--- config.mk ---
export PLATFORM = sky130hd
export DESIGN_NAME = spi_pkt_rx_flat
export DESIGN_NICKNAME = d
export VERILOG_FILES = /design/src/rtl/spi_rx_pkg.sv /design/src/rtl/spi_pkt_rx_if.sv /design/src/rtl/spi_word_shifter.sv /design/src/rtl/spi_pkt_rx.sv /design/src/flat_wrapper.sv
export SDC_FILE = /design/constraint.sdc
export NUM_CORES = 1
export LEC_CHECK = 0
export ABC_AREA = 1
export CAP_MARGIN = 20
export CORE_MARGIN = 5
export CORE_UTILIZATION = 30
export CTS_BUF_LIST = sky130_fd_sc_hd__clkbuf_4 sky130_fd_sc_hd__clkbuf_8 sky130_fd_sc_hd__clkbuf_16
export DETAILED_ROUTE_END_ITERATION = 10
export SYNTH_ARGS = -nofsm -noshare
export SYNTH_HDL_FRONTEND = slang
export SYNTH_HIERARCHICAL = 1
export SYNTH_SLANG_ARGS = --single-unit
--- constraint.sdc ---
create_clock -name clk -period 3.1 [get_ports clk]
set_input_delay 0.93 -clock clk [delete_from_list [all_inputs] [get_ports clk]]
set_output_delay 0.93 -clock clk [all_outputs]
set_load 0.005 [all_outputs]
--- src/rtl/spi_rx_pkg.sv ---
// Shared types for the SPI packet receiver.
// States, error codes and word size used by the top and the shifter.
package spi_rx_pkg;

  localparam int SPI_WORD_BITS = 32;

  typedef enum logic [2:0] {
    IDLE,
    HDR,
    DATA,
    HOLD,
    DROP
  } rx_state_t;

  typedef enum logic [1:0] {
    ERR_NONE    = 2'd0,
    ERR_BADLEN  = 2'd1,
    ERR_ABORT   = 2'd2,
    ERR_OVERRUN = 2'd3
  } rx_err_t;

endpackage

--- src/rtl/spi_pkt_rx_if.sv ---
// Packet memory handle between the SPI receiver and the DPR.
// The receiver is the slave; the DPR drives reads and release.
interface spi_pkt_rx_if;

  logic        pkt_r_en;
  logic [31:0] pkt_ptr;
  logic [31:0] pkt_data_load;
  logic        pkt_done;
  logic [31:0] pkt_region_begin;
  logic [31:0] pkt_region_end;
  logic        pkt_avail;
  logic        dpr_done;

  modport slave (
    input  pkt_r_en,
    input  pkt_ptr,
    input  dpr_done,
    output pkt_data_load,
    output pkt_done,
    output pkt_region_begin,
    output pkt_region_end,
    output pkt_avail
  );

  modport master (
    output pkt_r_en,
    output pkt_ptr,
    output dpr_done,
    input  pkt_data_load,
    input  pkt_done,
    input  pkt_region_begin,
    input  pkt_region_end,
    input  pkt_avail
  );

endinterface

--- src/rtl/spi_word_shifter.sv ---
// SPI pin synchronizers, edge detection and 32-bit word assembly.
// Emits a word_valid pulse on the rising sclk edge of bit 32.
module spi_word_shifter
  import spi_rx_pkg::*;
#(
  parameter int SYNC_STAGES = 2
) (
  input  logic        clk,
  input  logic        rst_l,
  input  logic        sclk_i,
  input  logic        cs_n_i,
  input  logic        mosi_i,
  output logic        word_valid_o,
  output logic [31:0] word_o,
  output logic        cs_fall_o,
  output logic        cs_rise_o,
  output logic        cs_low_o
);

  logic [SYNC_STAGES-1:0] sclk_sync_q;
  logic [SYNC_STAGES-1:0] cs_sync_q;
  logic [SYNC_STAGES-1:0] mosi_sync_q;
  logic                   sclk_prev_q;
  logic                   cs_prev_q;
  logic [31:0]            shreg_q;
  logic [4:0]             cnt_q;
  logic                   sclk_s;
  logic                   cs_s;
  logic                   mosi_s;
  logic                   bit_en;

  assign sclk_s = sclk_sync_q[SYNC_STAGES-1];
  assign cs_s   = cs_sync_q[SYNC_STAGES-1];
  assign mosi_s = mosi_sync_q[SYNC_STAGES-1];
  assign bit_en = sclk_s & ~sclk_prev_q & ~cs_s;

  // cs_n resets to "low" so a frame already in flight
  // is not mistaken for a new falling edge.
  always_ff @(posedge clk or negedge rst_l) begin
    if (!rst_l) begin
      sclk_sync_q <= '0;
      cs_sync_q   <= '0;
      mosi_sync_q <= '0;
      sclk_prev_q <= 1'b0;
      cs_prev_q   <= 1'b0;
      shreg_q     <= '0;
      cnt_q       <= '0;
    end else begin
      sclk_sync_q <= {sclk_sync_q[SYNC_STAGES-2:0], sclk_i};
      cs_sync_q   <= {cs_sync_q[SYNC_STAGES-2:0], cs_n_i};
      mosi_sync_q <= {mosi_sync_q[SYNC_STAGES-2:0], mosi_i};
      sclk_prev_q <= sclk_s;
      cs_prev_q   <= cs_s;
      if (cs_s) begin
        cnt_q <= '0;
      end else if (bit_en) begin
        shreg_q <= word_o;
        cnt_q   <= cnt_q + 5'd1;
      end
    end
  end

  assign word_o       = {shreg_q[SPI_WORD_BITS-2:0], mosi_s};
  assign word_valid_o = bit_en & (cnt_q == 5'd31);
  assign cs_fall_o    = ~cs_s & cs_prev_q;
  assign cs_rise_o    = cs_s & ~cs_prev_q;
  assign cs_low_o     = ~cs_s;

endmodule

--- src/rtl/spi_pkt_rx.sv ---
// SPI slave packet receiver feeding the DPR packet memory handle.
// Holds one packet until the DPR signals dpr_done.
module spi_pkt_rx
  import spi_rx_pkg::*;
#(
  parameter int DEPTH       = 32,
  parameter int SYNC_STAGES = 2
) (
  input  logic         clk,
  input  logic         rst_l,
  input  logic         spi_sclk,
  input  logic         spi_cs_n,
  input  logic         spi_mosi,
  output logic         spi_miso,
  spi_pkt_rx_if.slave  pkt,
  output logic         rx_err,
  output logic [1:0]   rx_err_code
);

  localparam int AW = (DEPTH > 1) ? $clog2(DEPTH) : 1;
  localparam int LW = $clog2(DEPTH + 1);

  rx_state_t       state_q, state_d;
  logic [LW-1:0]   len_q, len_d;
  logic [LW-1:0]   wr_ptr_q, wr_ptr_d;
  logic            err_q, err_d;
  rx_err_t         code_q, code_d;
  logic            we;
  logic [31:0]     mem [DEPTH];
  logic [31:0]     rdata_q;
  logic            rdone_q;
  logic            hit;

  logic            word_valid;
  logic [31:0]     word;
  logic            cs_fall;
  logic            cs_rise;
  logic            cs_low;

  spi_word_shifter #(
    .SYNC_STAGES (SYNC_STAGES)
  ) u_shift (
    .clk          (clk),
    .rst_l        (rst_l),
    .sclk_i       (spi_sclk),
    .cs_n_i       (spi_cs_n),
    .mosi_i       (spi_mosi),
    .word_valid_o (word_valid),
    .word_o       (word),
    .cs_fall_o    (cs_fall),
    .cs_rise_o    (cs_rise),
    .cs_low_o     (cs_low)
  );

  always_ff @(posedge clk or negedge rst_l) begin
    if (!rst_l) begin
      state_q  <= IDLE;
      len_q    <= '0;
      wr_ptr_q <= '0;
      err_q    <= 1'b0;
      code_q   <= ERR_NONE;
    end else begin
      state_q  <= state_d;
      len_q    <= len_d;
      wr_ptr_q <= wr_ptr_d;
      err_q    <= err_d;
      code_q   <= code_d;
    end
  end

  always_comb begin
    state_d  = state_q;
    len_d    = len_q;
    wr_ptr_d = wr_ptr_q;
    err_d    = 1'b0;
    code_d   = code_q;
    we       = 1'b0;
    unique case (state_q)
      IDLE: begin
        if (cs_fall) state_d = HDR;
      end
      HDR: begin
        if (cs_rise) begin
          err_d   = 1'b1;
          code_d  = ERR_ABORT;
          state_d = IDLE;
        end else if (word_valid) begin
          if (word >= 32'd1 && word <= 32'(DEPTH)) begin
            len_d    = word[LW-1:0];
            wr_ptr_d = '0;
            state_d  = DATA;
          end else begin
            err_d   = 1'b1;
            code_d  = ERR_BADLEN;
            state_d = DROP;
          end
        end
      end
      DATA: begin
        if (cs_rise) begin
          err_d   = 1'b1;
          code_d  = ERR_ABORT;
          state_d = IDLE;
        end else if (word_valid) begin
          we       = 1'b1;
          wr_ptr_d = wr_ptr_q + LW'(1);
          if (wr_ptr_q + LW'(1) == len_q) state_d = HOLD;
        end
      end
      HOLD: begin
        if (cs_fall) begin
          err_d  = 1'b1;
          code_d = ERR_OVERRUN;
        end
        if (pkt.dpr_done) state_d = cs_low ? DROP : IDLE;
      end
      DROP: begin
        if (cs_rise) state_d = IDLE;
      end
      default: state_d = IDLE;
    endcase
  end

  always_ff @(posedge clk) begin
    if (we) mem[wr_ptr_q[AW-1:0]] <= word;
  end

  // Reads sample the pre-release state, so a read that
  // coincides with dpr_done still returns held data.
  assign hit = (state_q == HOLD) &&
               (pkt.pkt_ptr < {{(32-LW){1'b0}}, len_q});

  always_ff @(posedge clk or negedge rst_l) begin
    if (!rst_l) begin
      rdata_q <= '0;
      rdone_q <= 1'b0;
    end else begin
      rdone_q <= pkt.pkt_r_en;
      if (pkt.pkt_r_en && hit) rdata_q <= mem[pkt.pkt_ptr[AW-1:0]];
      else                     rdata_q <= '0;
    end
  end

  assign pkt.pkt_avail        = (state_q == HOLD);
  assign pkt.pkt_region_begin = '0;
  assign pkt.pkt_region_end   = (state_q == HOLD) ?
                                {{(32-LW){1'b0}}, len_q} : '0;
  assign pkt.pkt_data_load    = rdata_q;
  assign pkt.pkt_done         = rdone_q;
  assign spi_miso             = (state_q == HOLD);
  assign rx_err               = err_q;
  assign rx_err_code          = code_q;

endmodule

--- src/flat_wrapper.sv ---
// flat-port wrapper written by rule: the top's interface ports become plain ports
module spi_pkt_rx_flat import spi_rx_pkg::*;
#(
  parameter int DEPTH       = 32,
  parameter int SYNC_STAGES = 2
)
  (clk, rst_l, spi_sclk, spi_cs_n, spi_mosi, spi_miso, rx_err, rx_err_code, pkt_pkt_r_en, pkt_pkt_ptr, pkt_dpr_done, pkt_pkt_data_load, pkt_pkt_done, pkt_pkt_region_begin, pkt_pkt_region_end, pkt_pkt_avail);
  spi_pkt_rx_if pkt_i ();
  input  logic clk;
  input  logic rst_l;
  input  logic spi_sclk;
  input  logic spi_cs_n;
  input  logic spi_mosi;
  output logic spi_miso;
  output logic rx_err;
  output logic [1:0] rx_err_code;
  input wire logic [$bits(pkt_i.pkt_r_en)-1:0] pkt_pkt_r_en;
  input wire logic [$bits(pkt_i.pkt_ptr)-1:0] pkt_pkt_ptr;
  input wire logic [$bits(pkt_i.dpr_done)-1:0] pkt_dpr_done;
  output wire logic [$bits(pkt_i.pkt_data_load)-1:0] pkt_pkt_data_load;
  output wire logic [$bits(pkt_i.pkt_done)-1:0] pkt_pkt_done;
  output wire logic [$bits(pkt_i.pkt_region_begin)-1:0] pkt_pkt_region_begin;
  output wire logic [$bits(pkt_i.pkt_region_end)-1:0] pkt_pkt_region_end;
  output wire logic [$bits(pkt_i.pkt_avail)-1:0] pkt_pkt_avail;
  assign pkt_i.pkt_r_en = pkt_pkt_r_en;
  assign pkt_i.pkt_ptr = pkt_pkt_ptr;
  assign pkt_i.dpr_done = pkt_dpr_done;
  assign pkt_pkt_data_load = pkt_i.pkt_data_load;
  assign pkt_pkt_done = pkt_i.pkt_done;
  assign pkt_pkt_region_begin = pkt_i.pkt_region_begin;
  assign pkt_pkt_region_end = pkt_i.pkt_region_end;
  assign pkt_pkt_avail = pkt_i.pkt_avail;
  spi_pkt_rx #(.DEPTH(DEPTH), .SYNC_STAGES(SYNC_STAGES)) u_core (.clk(clk), .rst_l(rst_l), .spi_sclk(spi_sclk), .spi_cs_n(spi_cs_n), .spi_mosi(spi_mosi), .spi_miso(spi_miso), .pkt(pkt_i), .rx_err(rx_err), .rx_err_code(rx_err_code));
endmodule
# Word-level counts from Yosys, hierarchy flattened
# Memories as Yosys holds them, arrays and structs flattened.
# Cells that the tools add are included.
# Widths: inputs -> output; s select.
# op_classes
bitwise,9
shifts,0
div,0
eq_ne,20
addsub,2
order_cmp,3
n_mul,0
reduce_logical,12
n_mux,38
# op_table
cell,count
$mux 6,6
$ge 32x1->1 const B,1
$le 32x6->1 const B,1
$lt 32x6->1,1
$mux 32,1
$mux 3,10
$pmux 3 s5,1
$pmux 6 s2,1
$reduce_and 6->1,2
$mux 1,10
$mux 2,5
$mux 5,2
$ne 2x1->1 const B,5
$ne 2x2->1 const B,5
$ne 3x2->1 const B,3
$add 6x1->6 const B,1
$eq 3x2->1 const B,2
$eq 6x6->1,1
$pmux 2 s3,1
$add 5x1->5 const B,1
$and 1x1->1,5
$eq 5x5->1 const B,1
$reduce_and 5->1,1
$not 1->1,4
other kinds (10),13
# word_totals
mem_bits_ro,0
latchBits,0
mem_bits_rw,1024
out_inout_bits,102
reg_bits,95
in_bits,39
memories,1
# memory_table
name,words,word_bits,read_ports,rd_clocked_by_memory_dff,write_ports,line_no,text
u_core.mem,32,32,1,0,1,spi_pkt_rx.sv:29,logic [31:0] mem [DEPTH];

# Longest topological paths before layout
# depth
word_depth,9
ltp_mapped,14

# Modules after synthesis
# The synthesis kept the hierarchy.
# by_module_without_submodules
mod,area_per_inst_um2,n_inst,seq_area_each_um2,cells_per_inst
spi_pkt_rx,43967.2,1,32025.7,3725
spi_word_shifter,1704.1,1,1101.1,175

# Worst setup path after synthesis
# No wires, ideal clock.
# synth_timing
kind,reg2reg
from,register u_core.u_shift.cnt_q[0]
to,memory u_core.mem[0][0] (enable)
arrival_time_ps,2929
path_stages_with_launch,11
path_slack_ps,-250
t_required_ps,2679
synth_period_minus_slack_ps,3350
path_buffers,1
setup_ps,421
cell_sequence,dfrtp_1 -> ha_1 -> and3_1 -> ha_1 -> inv_1 -> nor2_1 -> buf_2 -> inv_1 -> nor2_4 -> nand2_2 -> nor2_1
# synth_between
elab_chain_cells,7
# synth_lines
element,line_no,text
start: declaration,spi_word_shifter.sv:26,logic [4:0] cnt_q;
start signal: assignment,spi_word_shifter.sv:58,cnt_q <= cnt_q + 5'd1;
$eq 5x5->1,spi_word_shifter.sv:64,assign word_valid_o = bit_en & (cnt_q == 5'd31);
$and 1x1->1,spi_word_shifter.sv:64,
named net u_core.word_valid,spi_pkt_rx.sv:34,logic word_valid;
$mux 1,spi_pkt_rx.sv:104,end else if (word_valid) begin
$mux 1,spi_pkt_rx.sv:100,if (cs_rise) begin
$mux 1,spi_pkt_rx.sv:78,unique case (state_q)
$mux 1,spi_pkt_rx.sv:125,if (we) mem[wr_ptr_q[AW-1:0]] <= word;
$mux 1 (not written as such),spi_pkt_rx.sv:125,
end: declaration,spi_pkt_rx.sv:29,
# The timed path passes the listed nets, and every way through them passes these cells.

# Worst setup path after layout
# layout_timing
from,register u_core.state_q[2]
to,output pkt_pkt_region_end[3]
# layout_between
elab_chain_cells,2
# layout_lines
element,line_no,text
start: declaration,spi_pkt_rx.sv:23,"rx_state_t state_q, state_d;"
start signal: assignment,spi_pkt_rx.sv:63,state_q <= state_d;
$eq 3x2->1,spi_pkt_rx.sv:146,assign pkt.pkt_region_end = (state_q == HOLD) ?
$mux 6,spi_pkt_rx.sv:146,
end: declaration,flat_wrapper.sv:23,output wire logic [$bits(pkt_i.pkt_region_end)-1:0] pkt_pkt_region_end;
# Every way passes these cells.

==> run metrics <==
Max IR drop VDD 0.000421 V; status complete, no violations; CP max stage delay 550 ps; reg2reg start u_core/u_shift/cnt_q[0]; sw power 7.28 mW; Die Footprint 0.160 mm2; Worst Tran Pin Value 948 ps; Clock Latency Late Sink 720 ps; top_reg_cell synth edfxtp_1; final instance area 0.0533 mm2; Core ar. 0.152 mm2; I/O pins 141; cell taking the most area after synthesis edfxtp_1; first-pass detailed-route iteration total 8; fin crit share 95.6%; Die X 400 um; CTS Buf Count 110; Crit. End Element primary output; final setup violation count 0; Fin. Hold Viols 0; MaxCap Viol Count 0; cell family with most CP delay buffers and inverters; crit start category register; Placed Area 0.0496 mm2; clock skew 32.0 ps; DRT iter0 DRCs 3,178; register clock-pin slew on the reported worst setup and hold paths 60 ps; Setup Crit Path Kind register to primary output; RSZ-0062 raised after global routing false; first-pass GRT wire length 193 mm; synthesized flop and latch total 1,119; GRT Util Overall 16.0%; starting density of the core 30.1%; Clock Power Share 41.8%; Pleak 19.8 nW; Clock Tree Root clkbuf_16; sequential share of power 51.6%; R2R Setup Slk 260 ps; hpwl dp 70.5 mm; synth-to-layout area growth 16.8%; setup ws final 136 ps; Sink Count 1,119; IO buf count 82; htree depth 3; worst path bufs/invs 1; mapped cell area 0.0457 mm2; # fillers 14,870; Nets 4,073; post-route minimum period 2960 ps; DR DRC count 0; switch share 22.6%; slowest CP cell clkdlybuf4s50_1; fmax 337 MHz; Antenna diodes 0; Critical Path AT 2030 ps; initial antenna violation count 0; drt wl/cell 21.2 um; RR Endpoint u_core/mem[20][13]; Power Density 605 mW/mm2; top-area cell type share of the netlist area 67.3%; vias after detailed routing 30,436; crit-path cells nor2_4, nand2_4, nor2_1, clkdlybuf4s50_1; Mean Syn Cell Area 11.7 um2; Synth area leaders edfxtp_1 67%, nand2_1 11%, nand3_1 10%; drt total wl 130 mm; Die Y 400 um; CTS tree yes; Final Wtd Congestion 0.773; worst hold path type primary input to async pin; Longest Clk Path Bufs 3; DRT antenna net count 0; vias in the first global route 29,023; Seq/Total Area, Yosys 72.5%; Post-Synthesis Cells 3,900; EDFF count, synth 1,024; via/cell ratio 4.95; max_slew headroom 36.8%; Internal 25.0 mW; pre-CTS WS 245 ps; Comb pwr share 6.6%; crit-path max FO 10; ratio of cells with drive above 1 in the final layout 9.86%; yosys warns 6; FFs w/ async S/R, synth 8.49%; critical path data required time 2170 ps; FF-to-FF path depth 10; Pwr Total 32.2 mW; Row Count 143; largest net degree at the start of global routing 130; Final Max Slew Viols 0; grt total ovfl 0; post-synth cell types 36
[synth_stat cells (2+ instances only)]
library cell,number
dfrtp_1,95
clkbuf_1,34
o21ai_0,12
buf_4,110
nor2_1,128
buf_2,102
a21oi_1,39
nand4_1,11
ha_1,11
nand2_2,5
buf_6,15
edfxtp_1,1024
nand3_1,929
nor4_1,2
o21ai_2,2
nand2_1,1291
inv_1,36
o22ai_1,2
inv_2,8
buf_1,27
nor2_2,2
[timing repair]
action | in CTS | in global routing
endpoints found under the setup margin | 2 | 10
hold buffers | 0 | 0
setup buffers | 0 | 1
gates resized for setup | 1 | 4
[worst register-to-register path, stage by stage, from the launching register on]
cell and delay, ps:
dfrtp_1 390, ha_1 200, and3_1 170, ha_1 140
inv_1 40, nor2_1 150, inv_1 120, nor2_4 320
nand2_2 350, nor2_4 180, buf_4 410
[registers in the layout, indices dropped and copies added (netlist names)]
name	count
u_core/len_q	6
u_core/mem	1024
u_core/pkt.pkt_data_load	32
u_core/pkt.pkt_done	1
u_core/rx_err	1
u_core/rx_err_code	2
u_core/state_q	3
u_core/u_shift/cnt_q	5
u_core/u_shift/cs_prev_q	1
u_core/u_shift/cs_sync_q	2
u_core/u_shift/mosi_sync_q	2
u_core/u_shift/sclk_prev_q	1
u_core/u_shift/sclk_sync_q	2
u_core/u_shift/shreg_q	31
u_core/wr_ptr_q	6
[per-layer routing]
layer	global-route usage, %	vias to the layer above	wire (um)
met5	0	-	0
met4	4.47	0	3310
met3	2.38	200	9820
met2	25.5	1267	60500
met1	22.7	15167	56700
li1	-	13802	-
[power groups by stage]
stage	Combinational, mW	Sequential, mW	Clock, mW
after global placement	2.09	16.9	0
after CTS	2.11	16.6	13.7
after global routing	2.34	16.6	14.3
after floorplan	1.21	17.1	0
after detailed placement	2.11	17.0	0
final	2.13	16.6	13.5
[final cells by class]
class,instances,area [um2],share of cell area [%]
Sequential cell,1119,33100,62.1
Tap cell,2030,2540,4.76
Timing Repair Buffer,242,2690,5.04
Clock buffer,156,3230,6.05
Clock inverter,49,462,0.865
Inverter,45,194,0.364
Multi-Input combinational cell,2505,11100,20.8
[kinds of logic (layout without fill, tap and decap cells)]
group,Yosys count,in the layout,synth area share (%)
and+or+nand+nor,2374,2374,22.2
DFF,1119,1119,72.5
buffers and inverters,333,492,4.17
AOI/OAI and AO/OA,61,61,0.718
adders and majority gates,11,11,0.301
other,1,58,0.00821
xor gates and xnor gates,1,1,0.0192
[cell usage in the layout (no fill, tap or decap), types with 18 or more instances in the layout]
master / Yosys / routed
a21oi_1: 39 / 39
buf_12: 0 / 52
buf_4: 110 / 108
clkbuf_16: 0 / 112
clkbuf_4: 0 / 29
clkdlybuf4s50_1: 0 / 76
clkinv_1: 0 / 18
conb_1: 1 / 58
dfrtp_1: 95 / 95
edfxtp_1: 1024 / 1024
inv_1: 36 / 35
nand2_1: 1291 / 1291
nand3_1: 929 / 929
nor2_1: 128 / 96
nor2_4: 1 / 35
[stage by stage]
step                std cells  TNS, ps  hold WS [ps]  util, %
floorplan                3957  -255980           331        -
global placement         5940        0           335     32.7
detailed placement       5940        0           342     32.7
CTS                      6145        0           324     35.1
global route             6146        0           352     35.2
finish                   6146        0           298     35.2
[worst max path at each step]
stage / cells past startpoint / slack, ps / end / startpoint
floorplan: 10 / -250 / u_core/mem[0][0] / u_core/u_shift/cnt_q[0]
global placement: 10 / 260 / u_core/pkt.pkt_data_load[26] / pkt_pkt_ptr[5]
detailed placement: 10 / 250 / u_core/mem[16][23] / u_core/u_shift/cnt_q[0]
CTS: 5 / 5 / pkt_pkt_region_end[1] / u_core/state_q[1]
global route: 4 / 20 / pkt_pkt_region_end[1] / u_core/state_q[2]
finish: 4 / 140 / pkt_pkt_region_end[3] / u_core/state_q[2]
(Power assumes the default switching activity.)
